File: config.mk
export PLATFORM = sky130hd
export DESIGN_NAME = rob_queue
export DESIGN_NICKNAME = d
export VERILOG_FILES = /design/src/rtl/qu_common.sv /design/src/rtl/rob_wb_arbiter.sv /design/src/rtl/rob_queue.sv
export SDC_FILE = /design/constraint.sdc
export NUM_CORES = 1
export LEC_CHECK = 0
export ABC_CLOCK_PERIOD_IN_PS = 5200
export CORE_MARGIN = 2
export CORE_UTILIZATION = 60
export CTS_CLUSTER_SIZE = 24
export DETAILED_ROUTE_END_ITERATION = 12
export PLACE_DENSITY_LB_ADDON = 0.2
export SLEW_MARGIN = 5
export SYNTH_ARGS = -nofsm -noshare
export SYNTH_HDL_FRONTEND = slang
export SYNTH_HIERARCHICAL = 1
export SYNTH_SLANG_ARGS = --single-unit
File: constraint.sdc
create_clock -name clk -period 5.2 [get_ports clk]
set_input_delay 1.56 -clock clk [delete_from_list [all_inputs] [get_ports clk]]
set_output_delay 1.56 -clock clk [all_outputs]
set_load 0.01 [all_outputs]
File: src/rtl/qu_common.sv
// Shared ROB types and defaults for the queue core.
// Holds the default depth, the tag type and the per-entry state bundle.
package qu_common;

   localparam int ROB_DEPTH = 16;
   localparam int ROB_TAG_W = $clog2(ROB_DEPTH);

   typedef logic [ROB_TAG_W-1:0] rob_tag_t;

   typedef struct packed {
      logic busy;
      logic ready;
   } rob_state_t;

endpackage

File: src/rtl/rob_wb_arbiter.sv
// Per-entry writeback selector: the lowest-index valid port targeting an
// entry wins; the entry gets a write enable and the winning port index.
module rob_wb_arbiter
   import qu_common::*;
#(
   parameter int NUM_WB = 2,
   parameter int DEPTH  = ROB_DEPTH,
   parameter int TAG_W  = $clog2(DEPTH),
   parameter int SEL_W  = (NUM_WB > 1) ? $clog2(NUM_WB) : 1
) (
   input  logic [NUM_WB-1:0]       wb_valid,
   input  logic [NUM_WB*TAG_W-1:0] wb_tag,
   output logic [DEPTH-1:0]        we,
   output logic [DEPTH*SEL_W-1:0]  sel
);

   // Scan ports high to low so the lowest matching index is the last write.
   always_comb begin
      we  = '0;
      sel = '0;
      for (int e = 0; e < DEPTH; e++) begin
         for (int i = NUM_WB - 1; i >= 0; i--) begin
            if (wb_valid[i] &&
                wb_tag[i*TAG_W +: TAG_W] == TAG_W'(e)) begin
               we[e]                  = 1'b1;
               sel[e*SEL_W +: SEL_W]  = SEL_W'(i);
            end
         end
      end
   end

endmodule

File: src/rtl/rob_queue.sv
// Reorder buffer: tail allocation, tagged multi-port writeback, in-order
// commit at head, flush. Optional QU_ROB_WB_BYPASS_EN forwards writebacks.
module rob_queue
   import qu_common::*;
#(
   parameter int DEPTH  = ROB_DEPTH,
   parameter int DATA_W = 32,
   parameter int RES_W  = 32,
   parameter int NUM_WB = 2,
   parameter int TAG_W  = $clog2(DEPTH)
) (
   input  logic                    clk,
   input  logic                    rst,
   input  logic                    flush,
   input  logic                    alloc_valid,
   output logic                    alloc_ready,
   input  logic [DATA_W-1:0]       alloc_data,
   output logic [TAG_W-1:0]        alloc_tag,
   input  logic [NUM_WB-1:0]       wb_valid,
   input  logic [NUM_WB*TAG_W-1:0] wb_tag,
   input  logic [NUM_WB*RES_W-1:0] wb_result,
   input  logic [TAG_W-1:0]        rd_tag,
   output logic                    rd_ready,
   output logic [RES_W-1:0]        rd_result,
   output logic                    commit_valid,
   input  logic                    commit_ready,
   output logic [TAG_W-1:0]        commit_tag,
   output logic [DATA_W-1:0]       commit_data,
   output logic [RES_W-1:0]        commit_result,
   output logic [TAG_W:0]          count
);

   localparam int SEL_W = (NUM_WB > 1) ? $clog2(NUM_WB) : 1;
   localparam logic [TAG_W:0] FULL_CNT = (TAG_W+1)'(DEPTH);

   rob_state_t        st_q   [DEPTH];
   logic [DATA_W-1:0] data_q [DEPTH];
   logic [RES_W-1:0]  res_q  [DEPTH];

   logic [TAG_W-1:0]  head_q;
   logic [TAG_W-1:0]  tail_q;
   logic [TAG_W:0]    cnt_q;

   logic [DEPTH-1:0]       wb_we;
   logic [DEPTH*SEL_W-1:0] wb_sel;
   logic [DEPTH-1:0]       wb_ok;
   logic [RES_W-1:0]       wb_val [DEPTH];

   logic alloc_fire;
   logic commit_fire;

   rob_wb_arbiter #(
      .NUM_WB (NUM_WB),
      .DEPTH  (DEPTH),
      .TAG_W  (TAG_W),
      .SEL_W  (SEL_W)
   ) u_arb (
      .wb_valid (wb_valid),
      .wb_tag   (wb_tag),
      .we       (wb_we),
      .sel      (wb_sel)
   );

   // Route each entry's winning result and drop writes to idle entries.
   always_comb begin
      logic [SEL_W-1:0] s;
      s = '0;
      for (int e = 0; e < DEPTH; e++) begin
         s         = wb_sel[e*SEL_W +: SEL_W];
         wb_val[e] = wb_result[int'(s)*RES_W +: RES_W];
         wb_ok[e]  = wb_we[e] && st_q[e].busy;
      end
   end

   assign alloc_ready = (cnt_q != FULL_CNT);
   assign alloc_tag   = tail_q;
   assign count       = cnt_q;
   assign commit_tag  = head_q;
   assign commit_data = data_q[head_q];

   assign alloc_fire  = alloc_valid && alloc_ready && !flush;
   assign commit_fire = commit_valid && commit_ready && !flush;

`ifdef QU_ROB_WB_BYPASS_EN
   // Registered view merged with a same-cycle winning writeback.
   always_comb begin
      commit_valid  = st_q[head_q].busy &&
                      (st_q[head_q].ready || wb_ok[head_q]);
      commit_result = wb_ok[head_q] ? wb_val[head_q] : res_q[head_q];
      rd_ready      = st_q[rd_tag].busy &&
                      (st_q[rd_tag].ready || wb_ok[rd_tag]);
      rd_result     = wb_ok[rd_tag] ? wb_val[rd_tag] : res_q[rd_tag];
   end
`else
   // Purely registered view of head and lookup entries.
   always_comb begin
      commit_valid  = st_q[head_q].busy && st_q[head_q].ready;
      commit_result = res_q[head_q];
      rd_ready      = st_q[rd_tag].busy && st_q[rd_tag].ready;
      rd_result     = res_q[rd_tag];
   end
`endif

   // Head, tail and occupancy; flush overrides all other traffic.
   always_ff @(posedge clk or posedge rst) begin
      if (rst) begin
         head_q <= '0;
         tail_q <= '0;
         cnt_q  <= '0;
      end else if (flush) begin
         head_q <= '0;
         tail_q <= '0;
         cnt_q  <= '0;
      end else begin
         if (alloc_fire)
            tail_q <= tail_q + TAG_W'(1);
         if (commit_fire)
            head_q <= head_q + TAG_W'(1);
         unique case ({alloc_fire, commit_fire})
            2'b10:   cnt_q <= cnt_q + (TAG_W+1)'(1);
            2'b01:   cnt_q <= cnt_q - (TAG_W+1)'(1);
            default: cnt_q <= cnt_q;
         endcase
      end
   end

   // Busy/ready per entry: commit clears, alloc arms, writeback completes.
   always_ff @(posedge clk or posedge rst) begin
      if (rst) begin
         for (int e = 0; e < DEPTH; e++)
            st_q[e] <= '0;
      end else if (flush) begin
         for (int e = 0; e < DEPTH; e++)
            st_q[e] <= '0;
      end else begin
         for (int e = 0; e < DEPTH; e++) begin
            if (commit_fire && head_q == TAG_W'(e))
               st_q[e] <= '0;
            else if (alloc_fire && tail_q == TAG_W'(e))
               st_q[e] <= '{busy: 1'b1, ready: 1'b0};
            else if (wb_ok[e])
               st_q[e].ready <= 1'b1;
         end
      end
   end

   // Payload storage is not reset; it is only observed while busy.
   always_ff @(posedge clk) begin
      if (alloc_fire)
         data_q[tail_q] <= alloc_data;
      for (int e = 0; e < DEPTH; e++) begin
         if (wb_ok[e] && !flush)
            res_q[e] <= wb_val[e];
      end
   end

endmodule
==> results of run 1 <==
-- worst paths after layout --
kind	end	slack (ns)
min in group asynchronous	count[2]$_DFFE_PP0P_	1.36
worst max-delay path	rd_result[31]	0.02
worst min register to register	st_q[11]$_DFFE_PP0P_	0.62
worst min-delay path	st_q[11]$_DFFE_PP0P_	0.62
max in group asynchronous	commit_tag[0]$_DFFE_PP0P_	3.36
worst max register to register	count[4]$_DFFE_PP0P_	1.43
-- layout make-up --
class                   instances  area, µm²
fillers                      5241      25500
multi-input cells            1327      19100
well taps                    1144       1430
flip-flops and latches       1069      31900
clock buffers                 135       2850
inverters                      12       45.0
diodes                         11       27.5
repair buffers                352       3970
clock inverters                58        626
-- layer usage --
metal | part of all wire | vias to the layer above | track usage
met3 | 0.088 | 358 | 0.0659
met5 | 0.00059 | - | 0
li1 | - | 11700 | -
met1 | 0.35 | 15400 | 0.409
met2 | 0.52 | 1826 | 0.560
met4 | 0.041 | 16 | 0.125
-- cells by family after synthesis --
logic type,after synthesis
simple gates,178
mux,995
buf+inv,282
compound gates,137
fa+ha+maj,12
xor+xnor,5
flops,1069
-- layout by cell type, fill, tap and decap left out, types with 7 or more instances in the layout --
| master | n |
|---|---|
| a211oi_4 | 12 |
| a21oi_1 | 34 |
| a311oi_1 | 15 |
| a31oi_1 | 12 |
| and3_2 | 14 |
| buf_12 | 58 |
| buf_4 | 67 |
| bufinv_16 | 10 |
| clkbuf_1 | 24 |
| clkbuf_16 | 109 |
| clkdlybuf4s50_1 | 214 |
| clkinv_1 | 15 |
| clkinv_2 | 21 |
| dfrtp_1 | 41 |
| diode_2 | 11 |
| edfxtp_1 | 1024 |
| ha_1 | 11 |
| inv_1 | 10 |
| mux2_2 | 512 |
| mux4_2 | 481 |
| nand2_1 | 30 |
| nand4_1 | 8 |
| nor2_1 | 38 |
| nor2_4 | 12 |
| nor2b_1 | 8 |
| nor3_1 | 7 |
| o22ai_1 | 16 |
| or3_1 | 11 |
-- flip-flops by register name, indices dropped and copies added, names as in the netlist --
signal      cells
data_q        512
commit_tag      4
alloc_tag       4
st_q           32
count           5
res_q         512
-- metrics by stage --
| step | utilization | TNS [ns] | area [µm²] |
|---|---|---|---|
| after floorplan | - | 0 | 51800 |
| after global placement | 0.660 | 0 | 56400 |
| after detailed placement | 0.660 | -0.0379 | 56400 |
| after CTS | 0.701 | 0 | 59900 |
| after global routing | 0.702 | 0 | 59900 |
| final | 0.702 | 0 | 59900 |
-- power by group through the flow --
stage / logic [mW] / clock network [mW] / registers (mW)
floorplan: 0.611 / 0 / 9.67
global placement: 1.05 / 0 / 9.67
detailed placement: 1.10 / 0 / 9.67
CTS: 1.11 / 7.79 / 9.49
global route: 1.18 / 8.08 / 9.49
finish: 1.12 / 7.69 / 9.49
-- timing repair --
action,in CTS,in global routing
buffers inserted,1,0
resized for setup,3,6
setup endpoints to repair,12,6
-- critical path, cell delays in order --
cell and delay, ns:
clkbuf_8 0.15, buf_12 0.17, buf_12 0.14, mux4_2 0.50
mux4_2 0.46, clkdlybuf4s50_1 0.62
==> results.md, run 1 <==
- Final global-route overflow total: 0
- Total Routing Usage GR: 0.325
- Setup Skew: about 0.027 ns
- Clock tree buffer depth: 3
- Largest net degree at the start of global routing: 70
- Cell-internal power: 14.4 mW
- Routability cong.: 0.898
- Minimum clock period: around 5.2 ns
- Reg2Reg Depth: 13
- PwrDens: slightly above 300 nW/µm²
- Clk pwr share: 0.420
- # clock sinks: roughly 1100
- Total Nets Final: between 2000 and 3000
- Skew-Pair Late Insertion Delay: roughly 0.7 ns
- DR vias: about 30000
- 1st-iter DRT viols: 3562
- Final Hold Fails: 0
- Worst-path fanout max: 7
- CTS Buf Count: around 110
- Synth unique cells: 66
- Wirelength, routed: about 140 mm
- EDFF count, synth: approximately 1000
- Unrepaired setup endpoints after global routing: no
- CTS tree: built
- Vias in the first global route: 30600
- Synth area leader: edfxtp_1
- Sequential fraction of the synthesis area: 0.615
- Drt pass-1 iters: 6
- Synth warn: 6
- Fin worst setup slack: 0.0242 ns
- Synth Area in Simple Gates: 0.0182
- Dpl hpwl: about 80 mm
- Synth cell count leaders: edfxtp_1 (1024), mux2_2 (512), mux4_2 (481)
- Post-Synth XOR/XNOR Area: 0.000845
- # DRC: 0
- WS Path Type: in -> out
- CP Capture Type: primary output
- Core footprint: 85400 µm²
- Syn Inst Count: about 2700
- Die area: a little under 90000 µm²
- Async S/R FF share, synth: 0.0421
- Initial antenna violation count: 18
- Mapped Avg Cell Area: around 19 µm²
- Max VDD drop: ~0.38 mV
- Post-DRT Antenna Nets: 0
- Vias per cell: about 7.1
- Top FF cell, synth: edfxtp_1
- Tcrit/Tclk final: 0.995
- Seq pwr share: 0.519
- Post-synthesis mux area share: 0.321
- Avg WL per Cell: between 30 and 40 µm
- Fmax: ~190 MHz
- Worst Setup SP: rd_tag[0]
- First-pass GRT wire length: ~210 mm
- Sw Share: 0.213
- IO Port Bufs: between 200 and 250
- Slew headroom: 0.456
- Hold Path Depth: 2
- Top cells by area, synth: edfxtp_1 (59%), mux4_2 (21%), mux2_2 (11%)
- Measured slew at the worst slew-check pin: ~0.81 ns
- Post-place setup slack: -0.0228 ns
- Clk pin slew, worst setup/hold paths: 0.06 ns
- Total chip power: about 18 mW
- Share of the synthesized area in the top cell type: 0.593
- I/O pins: about 230
- Synth Area in Adders: 0.00304
- Hold_sp: st_q[11]$_DFFE_PP0P_
- Most frequent cell after synthesis: edfxtp_1
- WP data arrival: approximately 3.6 ns
- R2r startpoint: commit_tag[1]$_DFFE_PP0P_
- Worst EP required: about 3.6 ns
- Setup-failing EPs final: 0
- P&R area growth vs syn: 15.6%
- Largest family of logic cells by synthesized area: multiplexers
- Dpl cells: 3903
- Synth Area in Compound Gates: 0.0191
- Share of post-route cells with drive strength above 1: 0.453
- Logic pwr share: 0.061
- Outcome: finished clean
- Die height: ~300 µm
- Max Slew Vio Count: 0
- Hold slack: 0.622 ns
- Hold Crit Class: reg -> reg
- Die X: 298 µm
- CTS Hold Bufs: 0
- Initial Util: 0.607
- Total net switching power: approximately 3.9 mW
- Mapped Area: approximately 52000 µm²
- Root buffer cell: clkbuf_16
- Max-cap violations: 0
- Startpoint types: input port
- FF+latch count, synth: ~1100
- Static leakage: ~18 nW
- Final std cells w/o fill: between 4000 and 5000
- CTS H-tree lvls: 3
- Synthesized Nets: 2805
- Num rows: about 110
Power figures use the tool's default switching activity.
==> run 2: changes to the inputs <==
--- a/config.mk
+++ b/config.mk
@@ -6,7 +6,6 @@
 export NUM_CORES = 1
 export LEC_CHECK = 0
 export ABC_CLOCK_PERIOD_IN_PS = 5200
-export CORE_MARGIN = 2
 export CORE_UTILIZATION = 60
 export CTS_CLUSTER_SIZE = 24
 export DETAILED_ROUTE_END_ITERATION = 12
==> results.md, run 2 (synthesis results as in run 1) <==
- Outcome: finished clean (unchanged)
- Die X: 296 µm (was 298 µm)
- Final global-route overflow total: 0 (unchanged)
- Root buffer cell: clkbuf_16 (unchanged)
- Total Nets Final: 2999 (was 2996)
- Fmax: 194 MHz (was 193 MHz)
- WP data arrival: 3.60 ns (was 3.62 ns)
- Regs by FF count: data_q: 512 flops, res_q: 512 flops, st_q: 32 flops (unchanged)
- CTS Buf Count: 107 (unchanged)
- Slowest cell on the critical path: clkdlybuf4s50_1 (unchanged)
- Max-cap violations: 0 (unchanged)
- Setup TNS: 0 ns (unchanged)
- Wirelength, routed: 143 mm (about the same)
- Die height: 296 µm (was 298 µm)
- DR vias: 29300 (about the same)
- Area occupied by multi-input gates: 19100 µm² (about the same)
- Critical path depth: 6 (unchanged)
- Most frequent cells in the layout: edfxtp_1 (1024), mux2_2 (512), mux4_2 (481), clkdlybuf4s50_1 (202), clkbuf_16 (108) (was edfxtp_1 (1024), mux2_2 (512), mux4_2 (481), clkdlybuf4s50_1 (214), clkbuf_16 (109))
- Initial Util: 0.607 (unchanged)
- CTS H-tree lvls: 3 (unchanged)
- Vias per cell: 7.14 (about the same)
- 1st-iter DRT viols: 3159 (was 3562)
- GRT met2 Usage: 0.567 (was 0.560)
- Logic pwr share: 0.061 (about the same)
- GR Layer Usage met3: 0.0573 (was 0.0659)
- Fin worst setup slack: 0.0399 ns (was 0.0242 ns)
- Largest net degree at the start of global routing: 70 (unchanged)
- Share of post-route cells with drive strength above 1: 0.455 (was 0.453)
- # DRC: 0 (unchanged)
- Total net switching power: 3.87 mW (was 3.89 mW)
- Final Util: 0.703 (was 0.702)
- Hold_sp: st_q[15]$_DFFE_PP0P_ (was st_q[11]$_DFFE_PP0P_)
- Commonest non-fill, non-tap cell in the layout: edfxtp_1 (unchanged)
- Reg2Reg Depth: 13 (unchanged)
- Tcrit/Tclk final: 0.992 (was 0.995)
- Total Routing Usage GR: 0.330 (was 0.325)
- First-pass GRT wire length: 205 mm (was 209 mm)
- Fillers: 5232 (was 5241)
- Num rows: 107 (unchanged)
- Total chip power: 18.2 mW (was 18.3 mW)
- Hold Path Depth: 2 (unchanged)
- CP max stage delay: 0.52 ns (was 0.62 ns)
- # clock sinks: 1069 (unchanged)
- Seq pwr share: 0.522 (was 0.519)
- Routability cong.: 0.942 (was 0.898)
- Post-place setup slack: -0.0184 ns (was -0.0228 ns)
- Dpl hpwl: 77.4 mm (was 80.1 mm)
- Clk pwr share: 0.417 (was 0.420)
- Setup Skew: 0.0317 ns (was 0.0271 ns)
- GRT met1 Usage: 0.415 (was 0.409)
- Buf/Inv on CP: 4 (unchanged)
- Clk pin slew, worst setup/hold paths: 0.06 ns (about the same)
- Worst path top cell family by delay: buffers and inverters (unchanged)
- P&R area growth vs syn: 15.8% (was 15.6%)
- R2r startpoint: commit_tag[1]$_DFFE_PP0P_ (unchanged)
- Gr busiest metal: met2 (unchanged)
- Register area: 31900 µm² (unchanged)
- Max Slew Vio Count: 0 (unchanged)
- Final std cells w/o fill: 4110 (was 4108)
- Cell-internal power: 14.3 mW (was 14.4 mW)
- Initial antenna violation count: 14 (was 18)
- CP Capture Type: primary output (unchanged)
- Die area: 87600 µm² (was 88800 µm²)
- Measured slew at the worst slew-check pin: 1.16 ns (was 0.815 ns)
- Clock tree buffer depth: 3 (unchanged)
- IO Port Bufs: 226 (unchanged)
- I/O pins: 227 (unchanged)
- Worst-path fanout max: 15 (was 7)
- Vias in the first global route: 30500 (was 30600)
- Most used cell, CP: mux4_2
- WS Path Type: in -> out (unchanged)
- Worst EP required: 3.64 ns (about the same)
- Max VDD drop: 0.342 mV (was 0.383 mV)
- Minimum clock period: 5.16 ns (was 5.18 ns)
- Sequence of cells on the critical path: clkbuf_8, buf_12, buf_4, mux4_2, mux4_2, clkdlybuf4s50_1 (was clkbuf_8, buf_12, buf_12, mux4_2, mux4_2, clkdlybuf4s50_1)
- Dpl cells: 3902 (was 3903)
- Post-DRT Antenna Nets: 0 (unchanged)
- Slew headroom: 0.221 (was 0.456)
- PwrDens: 303 nW/µm² (was 305 nW/µm²)
- Hold Crit Class: reg -> reg (unchanged)
- Sw Share: 0.213 (about the same)
- Final Hold Fails: 0 (unchanged)
- CTS tree: built (unchanged)
- Avg WL per Cell: 34.7 µm (was 34.9 µm)
- Worst Setup SP: rd_tag[0] (unchanged)
- Setup-failing EPs final: 0 (unchanged)
- Unrepaired setup endpoints after global routing: no (unchanged)
- Core footprint: 85400 µm² (unchanged)
- Startpoint types: input port (unchanged)
- Static leakage: 18.6 nW (was 18.4 nW)
- Drt pass-1 iters: 6 (unchanged)
- Skew-Pair Late Insertion Delay: 0.68 ns (about the same)
-- run 2: cell types whose count changed in the layout (fill, tap and decap cells not counted), moves of 5 or more --
| cell | before | now |
|---|---|---|
| buf_12 | 58 | 65 |
| buf_4 | 67 | 62 |
| clkbuf_1 | 24 | 13 |
| clkdlybuf4s50_1 | 214 | 202 |
| clkinv_1 | 15 | 24 |
| clkinv_2 | 21 | 28 |
| dlymetal6s2s_1 | 6 | 16 |
-- run 2: path summary, 6_finish.rpt --
| check | end | slack [ns] |
|---|---|---|
| worst min-delay path | st_q[15]$_DFFE_PP0P_ | 0.62 |
| min in group asynchronous | count[2]$_DFFE_PP0P_ | 1.33 |
| worst max register to register | count[4]$_DFFE_PP0P_ | 1.16 |
| worst min register to register | st_q[15]$_DFFE_PP0P_ | 0.62 |
| max in group asynchronous | commit_tag[2]$_DFFE_PP0P_ | 3.38 |
| worst max-delay path | rd_result[28] | 0.04 |
-- run 2: repair_timing --
item | 4_1_cts | 5_1_grt
buffers inserted | 2 | 3
gates resized for setup | 5 | 20
hold buffers | 0 | 0
endpoints found under the setup margin | 5 | 17
-- run 2: cell type report --
cell class                 instances  share of cell area
antenna                           10            0.000417
timing repair buffer             355              0.0687
clock buffer                     125              0.0467
inverter                          12            0.000750
tap                             1144              0.0238
clock inverter                    68              0.0104
multi-input combinational       1327               0.318
sequential                      1069               0.531
-- run 2: worst register-to-register path: cells and delay by family (launching register included) --
kind	cells	cell delay, ns
flops	1	0.76
simple gates	4	1.03
fa+ha+maj	1	0.34
buf+inv	2	0.62
compound gates	6	1.16
-- run 2: layer usage --
metal  wire length, µm  share of wire
met4              6490          0.045
met2             73300           0.51
met1             49900           0.35
met5                85        0.00060
met3             12900          0.090
-- run 2: per-stage QoR --
step	cell area [µm²]	hold WS [ns]
final	60000	0.620
after global placement	56500	0.591
after CTS	59900	0.616
after global routing	60000	0.650
after floorplan	51800	0.567
after detailed placement	56500	0.607
-- run 2: power by group through the flow --
stage          registers (mW)  logic (mW)  clock network (mW)
2_1_floorplan            9.67       0.611                   0
3_3_place_gp             9.67        1.05                   0
3_5_place_dp             9.67        1.09                   0
4_1_cts                  9.49        1.10                7.66
5_1_grt                  9.49        1.17                7.95
6_report                 9.49        1.11                7.59
